--- src/rtl/fetch_pkg.sv ---
// Shared types and defaults for the instruction-fetch sequencer.
package fetch_pkg;
  localparam int FETCH_ADDR_W = 16;
  localparam int FETCH_INST_W = 16;
  localparam logic [FETCH_ADDR_W-1:0] RESET_PC = 16'h0000;
  localparam int PC_STEP = 2;

  typedef enum logic {FETCH, HALTED} fetch_state_e;

  typedef struct packed {
    logic [FETCH_ADDR_W-1:0] pc;
    logic [FETCH_INST_W-1:0] inst;
  } fetch_entry_t;
endpackage

--- src/rtl/fetch_buffer.sv ---
// Two-entry instruction queue; flush clears occupancy but keeps stale payload.
module fetch_buffer
  import fetch_pkg::*;
(
  input  logic         clk,
  input  logic         rst,
  input  logic         push,
  input  logic         pop,
  input  logic         flush,
  input  fetch_entry_t din,
  output logic [1:0]   count,
  output logic         head_valid,
  output fetch_entry_t head
);
  fetch_entry_t mem [2];
  logic wr_ptr, rd_ptr;

  // Push into a full queue is only legal alongside a pop: the slot being
  // overwritten is the head that leaves at the same edge.
  always_ff @(posedge clk or posedge rst) begin
    if (rst) begin
      mem[0] <= '0;
      mem[1] <= '0;
      wr_ptr <= 1'b0;
      rd_ptr <= 1'b0;
      count  <= 2'd0;
    end else if (flush) begin
      wr_ptr <= 1'b0;
      rd_ptr <= 1'b0;
      count  <= 2'd0;
    end else begin
      if (push) begin
        mem[wr_ptr] <= din;
        wr_ptr      <= ~wr_ptr;
      end
      if (pop) rd_ptr <= ~rd_ptr;
      count <= count + {1'b0, push} - {1'b0, pop};
    end
  end

  assign head_valid = (count != 2'd0);
  assign head       = mem[rd_ptr];
endmodule

--- src/rtl/fetch_controller.sv ---
// Owns the PC, issues one fetch per cycle to synchronous instruction memory,
// and queues returned instructions for decode.
module fetch_controller #(
  parameter int                ADDR_W    = fetch_pkg::FETCH_ADDR_W,
  parameter int                INST_W    = fetch_pkg::FETCH_INST_W,
  parameter logic [ADDR_W-1:0] RESET_PC  = fetch_pkg::RESET_PC,
  parameter int                PC_STEP   = fetch_pkg::PC_STEP,
  parameter int                BUF_DEPTH = 2
) (
  input  logic              clk,
  input  logic              rst,
  output logic [ADDR_W-1:0] imem_addr,
  output logic              imem_req,
  input  logic [INST_W-1:0] imem_data,
  input  logic              redirect_valid,
  input  logic [ADDR_W-1:0] redirect_pc,
  input  logic              halt,
  output logic              inst_valid,
  input  logic              inst_ready,
  output logic [INST_W-1:0] inst_out,
  output logic [ADDR_W-1:0] inst_pc,
  output logic              halted
);
  import fetch_pkg::*;

  fetch_state_e      state;
  logic [ADDR_W-1:0] pc, inflight_pc;
  logic              inflight, issue, pop, head_valid;
  logic [1:0]        count;
  fetch_entry_t      head, cap;

  assign inst_valid = head_valid & ~redirect_valid;
  assign pop        = inst_valid & inst_ready;

  // count + inflight - pop < BUF_DEPTH, rearranged so nothing underflows
  assign issue = ~rst & (state == FETCH) & ~redirect_valid & ~halt &
                 (({1'b0, count} + {2'b0, inflight}) < (3'(BUF_DEPTH) + {2'b0, pop}));

  assign imem_addr = pc;
  assign imem_req  = issue;

  always_ff @(posedge clk or posedge rst) begin
    if (rst) begin
      state       <= FETCH;
      halted      <= 1'b0;
      pc          <= RESET_PC;
      inflight    <= 1'b0;
      inflight_pc <= '0;
    end else begin
      inflight <= issue;
      if (issue) begin
        inflight_pc <= pc;
        pc          <= pc + ADDR_W'(PC_STEP);
      end
      if (redirect_valid) begin
        pc     <= redirect_pc & ~ADDR_W'(1);
        state  <= FETCH;
        halted <= 1'b0;
      end else if (state == FETCH && halt) begin
        state  <= HALTED;
        halted <= 1'b1;
      end
    end
  end

  assign cap.pc   = inflight_pc;
  assign cap.inst = imem_data;

  fetch_buffer u_buf (
    .clk        (clk),
    .rst        (rst),
    .push       (inflight),
    .pop        (pop),
    .flush      (redirect_valid),
    .din        (cap),
    .count      (count),
    .head_valid (head_valid),
    .head       (head)
  );

  assign inst_out = head.inst;
  assign inst_pc  = head.pc;
endmodule

--- config.mk ---
export PLATFORM = sky130hd
export DESIGN_NAME = fetch_controller
export DESIGN_NICKNAME = d
export VERILOG_FILES = /design/src/rtl/fetch_pkg.sv /design/src/rtl/fetch_buffer.sv /design/src/rtl/fetch_controller.sv
export SDC_FILE = /design/constraint.sdc
export NUM_CORES = 1
export LEC_CHECK = 0
export BUFFER_PORTS_ARGS = -buffer_cell sky130_fd_sc_hd__buf_2
export CAP_MARGIN = 20
export CORE_ASPECT_RATIO = 1.5
export CORE_UTILIZATION = 55
export DETAILED_ROUTE_END_ITERATION = 7
export MAX_ROUTING_LAYER = met4
export PLACE_DENSITY = 0.8
export SETUP_SLACK_MARGIN = 0.2
export SYNTH_ARGS = -nofsm -noshare
export SYNTH_HDL_FRONTEND = slang
export SYNTH_SLANG_ARGS = --single-unit
--- constraint.sdc ---
create_clock -name clk -period 7.17 [get_ports clk]
set_input_delay 0.3585 -clock clk [delete_from_list [all_inputs] [get_ports clk]]
set_output_delay 0.3585 -clock clk [all_outputs]
set_load 0.01 [all_outputs]
==> impl_results.md, run 1 <==
- Die extent in y: 112.1 um
- Max-cap viol count: 0
- Simple-gate area share of the yosys netlist: 7.770%
- Worst slew margin: 33.35%
- Endpoints failing setup: 0
- Sink Count: 98
- Rows: 39
- Initial antenna violation count: 0
- Worst vdd ir: 0.0001504 V
- Area growth from synthesis to layout: 17.60%
- Compound-Gate Fraction of Synth Area: 4.448%
- Antenna diodes: 0
- Layout Cells excl Fill: 522
- Status: complete, no violations
- Initial DRC Count: 112
- Overall Power: 1.587 mW
- R2R depth: 6
- Synthesized-area fraction occupied by adder cells: 1.408%
- Cells after DPL: 507
- Async SR Flop Fraction: 100.0%
- Final instance area: 5226 um^2
- First drt pass iteration count: 4
- Slew Limit Fails: 0
- Largest fanout on the critical path: 31
- Predominant post-synthesis flop cell: dfrtp_1
- Most frequent cells in the layout: dfrtp_1 (98), buf_2 (84), mux2_2 (77)
- Share of layout cells above drive strength 1: 43.57%
- Cell Area, Synth: 4444 um^2
- Drc violations: 0
- Global route overflow: 0
- Total negative slack: 0 ns
- Largest net degree at the start of global routing: 71
- Main combinational cell family by area after synthesis: multiplexers
- Final Hold Viols: 0
- Hold Buf Count CTS: 0
- Aggregate global-route resource usage: 22.75%
- Worst-path clk slew: 0.07 ns
- Total number of vias: 2929
- Placer Congestion: 0.7285
- Unique masters post-synth: 32
- Buffers on Ports: 84
- Nets: 458
- Yosys reg bits: 98
- Die ar.: 8451 um^2
- Cell Pwr Density: 303.6 nW/um^2
- Crit Path Category: reg -> out
- Total wire length: 8507 um
- Mapped Cells: 339
- Core box area: 7710 um^2
- CP endpoint kind: output pin
- Hold Path Class: in -> async
- CP arrival: 2.58 ns
- Critical Path Source Type: flip-flop
- Commonest non-fill, non-tap cell in the layout: dfrtp_1
- Number of synthesized flops with an enable pin: 0
- Total CTS buffers: 9
- Die Wd: 75.40 um
- Clock insertion delay at the later pin of the skew report: 0.34 ns
- Post-CTS sizing: 0
- Vias per inst: 5.611
- Post-route clock period utilization: 40.96%
- Layout Skew: 0.006385 ns
- First-pass GRT wire length: 14130 um
- Dpl hpwl: 5713 um
- Clock root buffer: clkbuf_16
- Post-synthesis share of cell area spent on xor and xnor gates: 0.5912%
- CTS Buffer Depth: 2
- WHS: 0.01352 ns
- Avg Synthesized Cell Area: 13.11 um^2
- Crit-path cells: ha_1 > ha_1 > o41a_1 > nor3_2 > buf_4 > buf_2
- Mux cell area share after synthesis: 27.62%
- Ys Warns: 0
- Slowest Stage Delay on Critical Path: 0.81 ns
- Avg WL per Cell: 16.30 um
- Starting Density: 57.64%
- Seq/Total Area, Yosys: 55.18%
- H-tree Lvls: 3
- Crit-path slowest cell: o41a_1
- Post-CTS setup buffer count: 0
- IO Count: 88
- CTS tree: yes
- Max Fclk: 340.5 MHz
- Crit path top cell by count: ha_1
- Placed Area: 4940 um^2
- Required time of the critical path: 6.81 ns
- Routed Antenna Nets: 0
- Unrepaired setup endpoints after global routing: false
- Final Critical Period: 2.937 ns
- Tightest Pin Transition: 0.9997 ns
- Leakage: 2.472 nW
- Vias in the first global route: 2966
-- area by class of cell --
| type | count | area, um^2 |
|---|---|---|
| Clock buffer | 12 | 246.5 |
| Clock inverter | 3 | 40.04 |
| Fill cell | 610 | 2484 |
| Inverter | 8 | 32.53 |
| Multi-Input combinational cell | 211 | 1877 |
| Sequential cell | 98 | 2452 |
| Tap cell | 102 | 127.6 |
| Timing Repair Buffer | 88 | 450.4 |
-- critical path: cells and delay by family, from the launching register on --
| kind | cells | cell delay, ns |
|---|---|---|
| buffers and inverters | 2 | 0.42 |
| adder cells (fa/ha/maj) | 2 | 0.50 |
| flip-flops | 1 | 0.44 |
| AO/OA/AOI/OAI | 1 | 0.81 |
| AND/OR/NAND/NOR | 1 | 0.08 |
-- through the flow --
stage | worst slack, ns | utilization [%]
after floorplan | 4.249 | -
after global placement | 4.334 | 64.07
after detailed placement | 4.302 | 64.07
after CTS | 4.208 | 67.79
after global routing | 4.021 | 67.79
final | 4.233 | 67.79
-- Yosys cell counts (2+ instances only) --
cell type / instances / area, um^2
inv_1: 8 / 30.03
nor2_1: 21 / 78.83
clkbuf_1: 11 / 41.29
xnor2_1: 2 / 17.52
nand4_1: 4 / 25.02
buf_2: 4 / 20.02
or3_1: 6 / 37.54
dfrtp_1: 98 / 2452
nand2_1: 7 / 26.28
mux2_2: 77 / 867.1
mux2_1: 32 / 360.4
a31oi_1: 13 / 81.33
buf_1: 6 / 22.52
o31ai_1: 10 / 75.07
or4_1: 12 / 90.09
o211ai_1: 2 / 15.01
ha_1: 5 / 62.56
buf_4: 2 / 15.01
nand3_1: 5 / 25.02
o21ai_0: 2 / 10.01
-- report_power, final --
| group | total [mW] | internal (mW) | switching, mW |
|---|---|---|---|
| registers | 0.752 | 0.676 | 0.0761 |
| logic | 0.367 | 0.202 | 0.165 |
| clock network | 0.467 | 0.277 | 0.190 |
-- registers in the layout (all words and copies together), names as in the netlist --
register	flops
u_buf.rd_ptr	1
inflight_pc	15
u_buf.wr_ptr	1
state	1
u_buf.count	2
inflight	1
u_buf.mem	62
imem_addr	15
-- kinds of logic (layout without fill, tap and decap cells) --
logic type               Yosys count  after routing
adder cells (fa/ha/maj)            5              5
AO/OA/AOI/OAI                     29             29
multiplexers                     109            109
other                              1              2
AND/OR/NAND/NOR                   63             63
flip-flops                        98             98
XOR/XNOR                           3              3
buffers and inverters             31            111
-- worst paths after layout --
path	start	to	slack, ns
max in group asynchronous	rst	u_buf.mem[52]	5.97
setup reg to reg	inflight	imem_addr[11]	4.50
min in group clk	redirect_pc[6]	imem_addr[6]	0.24
hold / removal	rst	u_buf.count[0]	0.01
hold reg to reg	u_buf.mem[38]	u_buf.mem[38]	0.48
setup / recovery	inflight	imem_req	4.23
-- per-layer routing --
layer	GRT usage, %	part of all wire [%]	routed length, um	vias to the layer above
met5	-	0	0	-
met4	9.630	2.1	175	0
met3	3.591	3.4	288	14
met2	36.79	53	4467	72
met1	27.87	42	3576	1464
li1	-	-	-	1379
No activity file was read; power rests on OpenSTA's default activity.
==> inputs of run 2 (changes only) <==
- clock period: 7.17 -> 2.9 ns (I/O delays scaled with it)
==> run 2 against run 1 <==
Count of clock-buffer cells in the layout fell by 1. Design area rose by 1.3%. Die area did not move. Total power rose to 2.5 times the previous value.
==> impl_results.md, run 2 (synthesis results as in run 1) <==
- Antenna diodes: 0 (unchanged)
- Buffers on Ports: 84 (unchanged)
- Status: complete, no violations (unchanged)
- Final Hold Viols: 0 (unchanged)
- Leakage: 2.500 nW (was 2.472 nW)
- CP endpoint kind: flip-flop (was output pin)
- Critical Path Source Type: flip-flop (unchanged)
- Total CTS buffers: 9 (unchanged)
- Hold path depth: 3
- CTS Buffer Depth: 2 (unchanged)
- Nets: 462 (was 458)
- R2R Setup Slk: 0.32 ns (was 4.50 ns)
- IO Count: 88 (unchanged)
- Sink Count: 98 (unchanged)
- Hold Startpoint: redirect_pc[6]
- Tightest Pin Transition: 0.8682 ns (was 0.9997 ns)
- Worst vdd ir: 0.0003703 V (was 0.0001504 V)
- Routed Antenna Nets: 0 (unchanged)
- Avg WL per Cell: 15.97 um (was 16.30 um)
- Hold Path Class: in -> reg (was in -> async)
- Die extent in y: 112.1 um (unchanged)
- Unrepaired setup endpoints after global routing: false (unchanged)
- Final Util: 68.66% (was 67.79%)
- Core box area: 7710 um^2 (unchanged)
- Rows: 39 (unchanged)
- Required time of the critical path: 3.14 ns (was 6.81 ns)
- Endpoints failing setup: 0 (unchanged)
- Reg-to-reg endpoint: imem_addr[14] (was imem_addr[11])
- Post-route clock period utilization: 88.97%
- Max-cap viol count: 0 (unchanged)
- Clock insertion delay at the later pin of the skew report: 0.33 ns (was 0.34 ns)
- CP arrival: 2.82 ns (was 2.58 ns)
- Slew Limit Fails: 0 (unchanged)
- First-pass GRT wire length: 13850 um (was 14130 um)
- First drt pass iteration count: 4 (unchanged)
- Total wire length: 8384 um (was 8507 um)
- Layout Skew: 0.006937 ns (was 0.006385 ns)
- Share of layout cells above drive strength 1: 43.97% (was 43.57%)
- Hold Buf Count CTS: 1 (was 0)
- Initial DRC Count: 92 (was 112)
- Starting Density: 57.64% (unchanged)
- Largest fanout on the critical path: 8 (was 31)
- Initial antenna violation count: 0 (unchanged)
- Aggregate global-route resource usage: 22.03% (was 22.75%)
- Total number of vias: 2986 (was 2929)
- R2R depth: 6 (unchanged)
- Launch point of the worst reg-to-reg path: inflight (unchanged)
- Clock root buffer: clkbuf_16 (unchanged)
- Die Wd: 75.40 um (unchanged)
- Vias per inst: 5.688 (was 5.611)
- Placer Congestion: 0.7941 (was 0.7285)
- Commonest non-fill, non-tap cell in the layout: dfrtp_1 (unchanged)
- Cell Pwr Density: 755.2 nW/um^2 (was 303.6 nW/um^2)
- CTS tree: yes (unchanged)
- Die ar.: 8451 um^2 (unchanged)
- Area growth from synthesis to layout: 19.12% (was 17.60%)
- H-tree Lvls: 3 (unchanged)
- Worst-path clk slew: 0.06 ns (was 0.07 ns)
- Global route overflow: 0 (unchanged)
- Most frequent cells in the layout: dfrtp_1 (98), buf_2 (84), mux2_2 (77) (unchanged)
- Vias in the first global route: 3026 (was 2966)
- Largest net degree at the start of global routing: 99 (was 71)
- Total negative slack: 0 ns (unchanged)
- Post-CTS sizing: 0 (unchanged)
- Post-CTS setup buffer count: 0 (unchanged)
- Drc violations: 0 (unchanged)
- Hold path endpoint: imem_addr[6]
- Max reg flops: 62 (unchanged)
- Dpl hpwl: 5628 um (was 5713 um)
- Biggest register: u_buf.mem (unchanged)
- Max Fclk: 387.6 MHz
- Crit Path Category: reg -> reg (was reg -> out)
- Worst slew margin: 42.06% (was 33.35%)
- Final Critical Period: 2.580 ns
-- run 2: how the worst max path moves through the flow --
stage / start / endpoint / slack (ns)
after floorplan: inflight / inflight_pc[8] / 0.42
after global placement: inflight / imem_addr[13] / 0.37
after detailed placement: inflight / imem_addr[11] / 0.33
after CTS: inflight / imem_addr[14] / 0.31
after global routing: inflight / imem_addr[11] / 0.21
final: inflight / imem_addr[14] / 0.32
-- run 2: report_power, final --
part	switching, mW	total [mW]	internal, mW
Sequential	0.185	1.86	1.67
Combinational	0.417	0.923	0.507
Clock	0.450	1.22	0.768
Total	1.05	4.00	2.95
-- run 2: critical path: stages, from the launching register on --
cell and delay (ns):
dfrtp_1 0.44, ha_1 0.23, ha_1 0.19, or4_4 0.45, or3_1 0.48, or4_1 0.51, a31oi_1 0.20
-- run 2: layout make-up --
class	count	area, um^2
flip-flops and latches	98	2452
fillers	601	2416
multi-input cells	211	1877
repair buffers	92	495.5
clock buffers	11	242.7
well taps	102	127.6
clock inverters	3	65.06
inverters	8	33.78
-- run 2: layer usage --
metal	GRT usage (%)	vias to the layer above	routed length (um)
met4	6.543	0	54
met5	-	-	0
met1	26.67	1514	3556
li1	-	1389	-
met2	37.44	78	4487
met3	3.232	5	286
-- run 2: per-stage QoR --
step	cell area, um^2	power [mW]	cells	setup slack, ns	hold slack [ns]
after floorplan	4452	2.446	340	0.4187	0.2649
after global placement	4976	2.755	510	0.3723	0.3445
after detailed placement	4976	2.824	510	0.3348	0.3505
after CTS	5294	4.051	525	0.3100	0.008826
after global routing	5294	4.227	525	0.2088	0.02692
final	5294	3.998	525	0.3198	0.02233
==> inputs of run 3 (changes only) <==
- clock period: 2.9 -> 2.95 ns (I/O delays scaled with it)
==> run 3 against run 2 <==
Largest power group unchanged. Design area about the same. Sequential share of layout area about the same. Sequential cell count unchanged. First-iteration DRC count increased by 61%. Worst hold slack improved by 0.0082 ns. Core utilization decreased by 0.065 points. Clock skew decreased by 0.0025 ns. Critical path depth unchanged. Total power decreased by 3.3%. Clock power decreased by 7%.
==> impl_results.md, run 3 (synthesis results as in run 1) <==
- Required time of the critical path: 3.21 ns (was 3.14 ns)
- Clock insertion delay at the later pin of the skew report: 0.34 ns (was 0.33 ns)
- Die Wd: 75.40 um (unchanged)
- CP arrival: 2.84 ns (was 2.82 ns)
- Area growth from synthesis to layout: 19.00% (was 19.12%)
- Sink Count: 98 (unchanged)
- Nets: 462 (unchanged)
- Setup slack at placement: 0.3164 ns (was 0.3348 ns)
- Max-cap viol count: 0 (unchanged)
- First-pass GRT wire length: 14260 um (was 13850 um)
- Rows: 39 (unchanged)
- CTS tree: yes (unchanged)
- Post-CTS setup buffer count: 0 (unchanged)
- Die ar.: 8451 um^2 (unchanged)
- Multi-input gate area: 1887 um^2 (was 1877 um^2)
- Clock root buffer: clkbuf_16 (unchanged)
- Drc violations: 0 (unchanged)
- Crit-path slowest cell: or4_4 (was or4_1)
- Slowest Stage Delay on Critical Path: 0.51 ns (about the same)
- Placer Congestion: 0.7217 (was 0.7941)
- CTS Buffer Depth: 2 (unchanged)
- Crit path top cell by count: ha_1 (unchanged)
- Layout Skew: 0.004438 ns (was 0.006937 ns)
- Post-route clock period utilization: 87.41% (was 88.97%)
- Biggest register: u_buf.mem (unchanged)
- Final Hold Viols: 0 (unchanged)
- Crit path buf inv count: 0 (unchanged)
- Filler instances: 606 (was 601)
- H-tree Lvls: 3 (unchanged)
- Total number of vias: 2952 (was 2986)
- Crit-path cells: ha_1 > ha_1 > or4_4 > or3_4 > or4_1 > a31oi_1 (was ha_1 > ha_1 > or4_4 > or3_1 > or4_1 > a31oi_1)
- WHS: 0.03056 ns (was 0.02233 ns)
- CP delay by family, top: simple AND/OR/NAND/NOR gates (unchanged)
- Cell Pwr Density: 731.0 nW/um^2 (was 755.2 nW/um^2)
- Initial antenna violation count: 0 (unchanged)
- Worst vdd ir: 0.0003505 V (was 0.0003703 V)
- Total wire length: 8471 um (was 8384 um)
- Crit Path Category: reg -> reg (unchanged)
- IO Count: 88 (unchanged)
- Layout Cells excl Fill: 526 (was 525)
- Starting Density: 57.64% (unchanged)
- CP endpoint kind: flip-flop (unchanged)
- Unrepaired setup endpoints after global routing: false (unchanged)
- Final instance area: 5289 um^2 (was 5294 um^2)
- Dpl hpwl: 5703 um (was 5628 um)
- Status: complete, no violations (unchanged)
- Max reg flops: 62 (unchanged)
- Commonest non-fill, non-tap cell in the layout: dfrtp_1 (unchanged)
- Endpoints failing setup: 0 (unchanged)
- Final Critical Period: 2.579 ns (was 2.580 ns)
- Setup slack after layout: 0.3714 ns (was 0.3198 ns)
- Buffers on Ports: 84 (unchanged)
- Total negative slack: 0 ns (unchanged)
- Avg WL per Cell: 16.10 um (was 15.97 um)
- Tightest Pin Transition: 0.8655 ns (was 0.8682 ns)
- Largest fanout on the critical path: 13 (was 8)
- Routed Antenna Nets: 0 (unchanged)
- Antenna diodes: 0 (unchanged)
- Largest net degree at the start of global routing: 61 (was 99)
- Initial DRC Count: 148 (was 92)
- Most frequent cells in the layout: dfrtp_1 (98), buf_2 (84), mux2_2 (77) (unchanged)
- Worst slew margin: 42.24% (was 42.06%)
- Global route overflow: 0 (unchanged)
- Max Fclk: 387.8 MHz (was 387.6 MHz)
- Leakage: 2.495 nW (was 2.500 nW)
- Share of layout cells above drive strength 1: 44.81% (was 43.97%)
- Cells after DPL: 510 (unchanged)
- Vias per inst: 5.612 (was 5.688)
- Die extent in y: 112.1 um (unchanged)
- R2R Setup Slk: 0.37 ns (was 0.32 ns)
- Vias in the first global route: 2946 (was 3026)
- Total CTS buffers: 9 (unchanged)
- Hold Path Class: in -> reg (unchanged)
- Overall Power: 3.866 mW (was 3.998 mW)
- Final Util: 68.60% (was 68.66%)
- Sequential Area: 2452 um^2 (unchanged)
- Critical Path Source Type: flip-flop (unchanged)
- Core box area: 7710 um^2 (unchanged)
- Aggregate global-route resource usage: 23.29% (was 22.03%)
- Slew Limit Fails: 0 (unchanged)
- Worst-path clk slew: 0.06 ns (about the same)
- First drt pass iteration count: 4 (unchanged)
- Placed Area: 4975 um^2 (was 4976 um^2)
==> run 3: routing by layer <==
| layer | routed length (um) | track usage [%] |
|---|---|---|
| met1 | 3559 | 28.42 |
| met2 | 4435 | 37.86 |
| met3 | 352 | 5.296 |
| met4 | 125 | 7.531 |
| met5 | 0 | - |
==> run 3: tightest hold or removal path: stages <==
cell and delay [ns]:
buf_2 0.07, nand2_1 0.04, o211ai_1 0.06
==> run 3: path summary, 6_finish.rpt <==
path,to,startpoint,depth (start not counted)
worst max-delay path,imem_addr[13],inflight,6
worst min-delay path,imem_addr[5],redirect_pc[5],3
worst max register to register,imem_addr[13],inflight,6
worst min register to register,u_buf.mem[38],u_buf.mem[38],1
max in group asynchronous,u_buf.mem[21],rst,4
min in group asynchronous,imem_addr[3],rst,3
==> run 3: cell type report <==
| class | count | area share [%] |
|---|---|---|
| repair buffers | 92 | 9.368 |
| inverters | 8 | 0.6151 |
| clock buffers | 10 | 4.519 |
| well taps | 102 | 2.413 |
| multi-input cells | 211 | 35.68 |
| flip-flops and latches | 98 | 46.37 |
| clock inverters | 5 | 1.041 |
==> run 3: where the power goes <==
part / total (mW) / leakage, nW / switching, mW / internal, mW
combinational: 0.902 / 1.13 / 0.403 / 0.500
clock: 1.13 / 0.140 / 0.463 / 0.671
sequential: 1.83 / 1.23 / 0.187 / 1.64
==> run 3: repair_timing <==
action	4_1_cts	5_1_grt
endpoints found under the setup margin	0	4
hold endpoints to repair	58	0
gates resized for setup	0	2
hold buffers	1	0
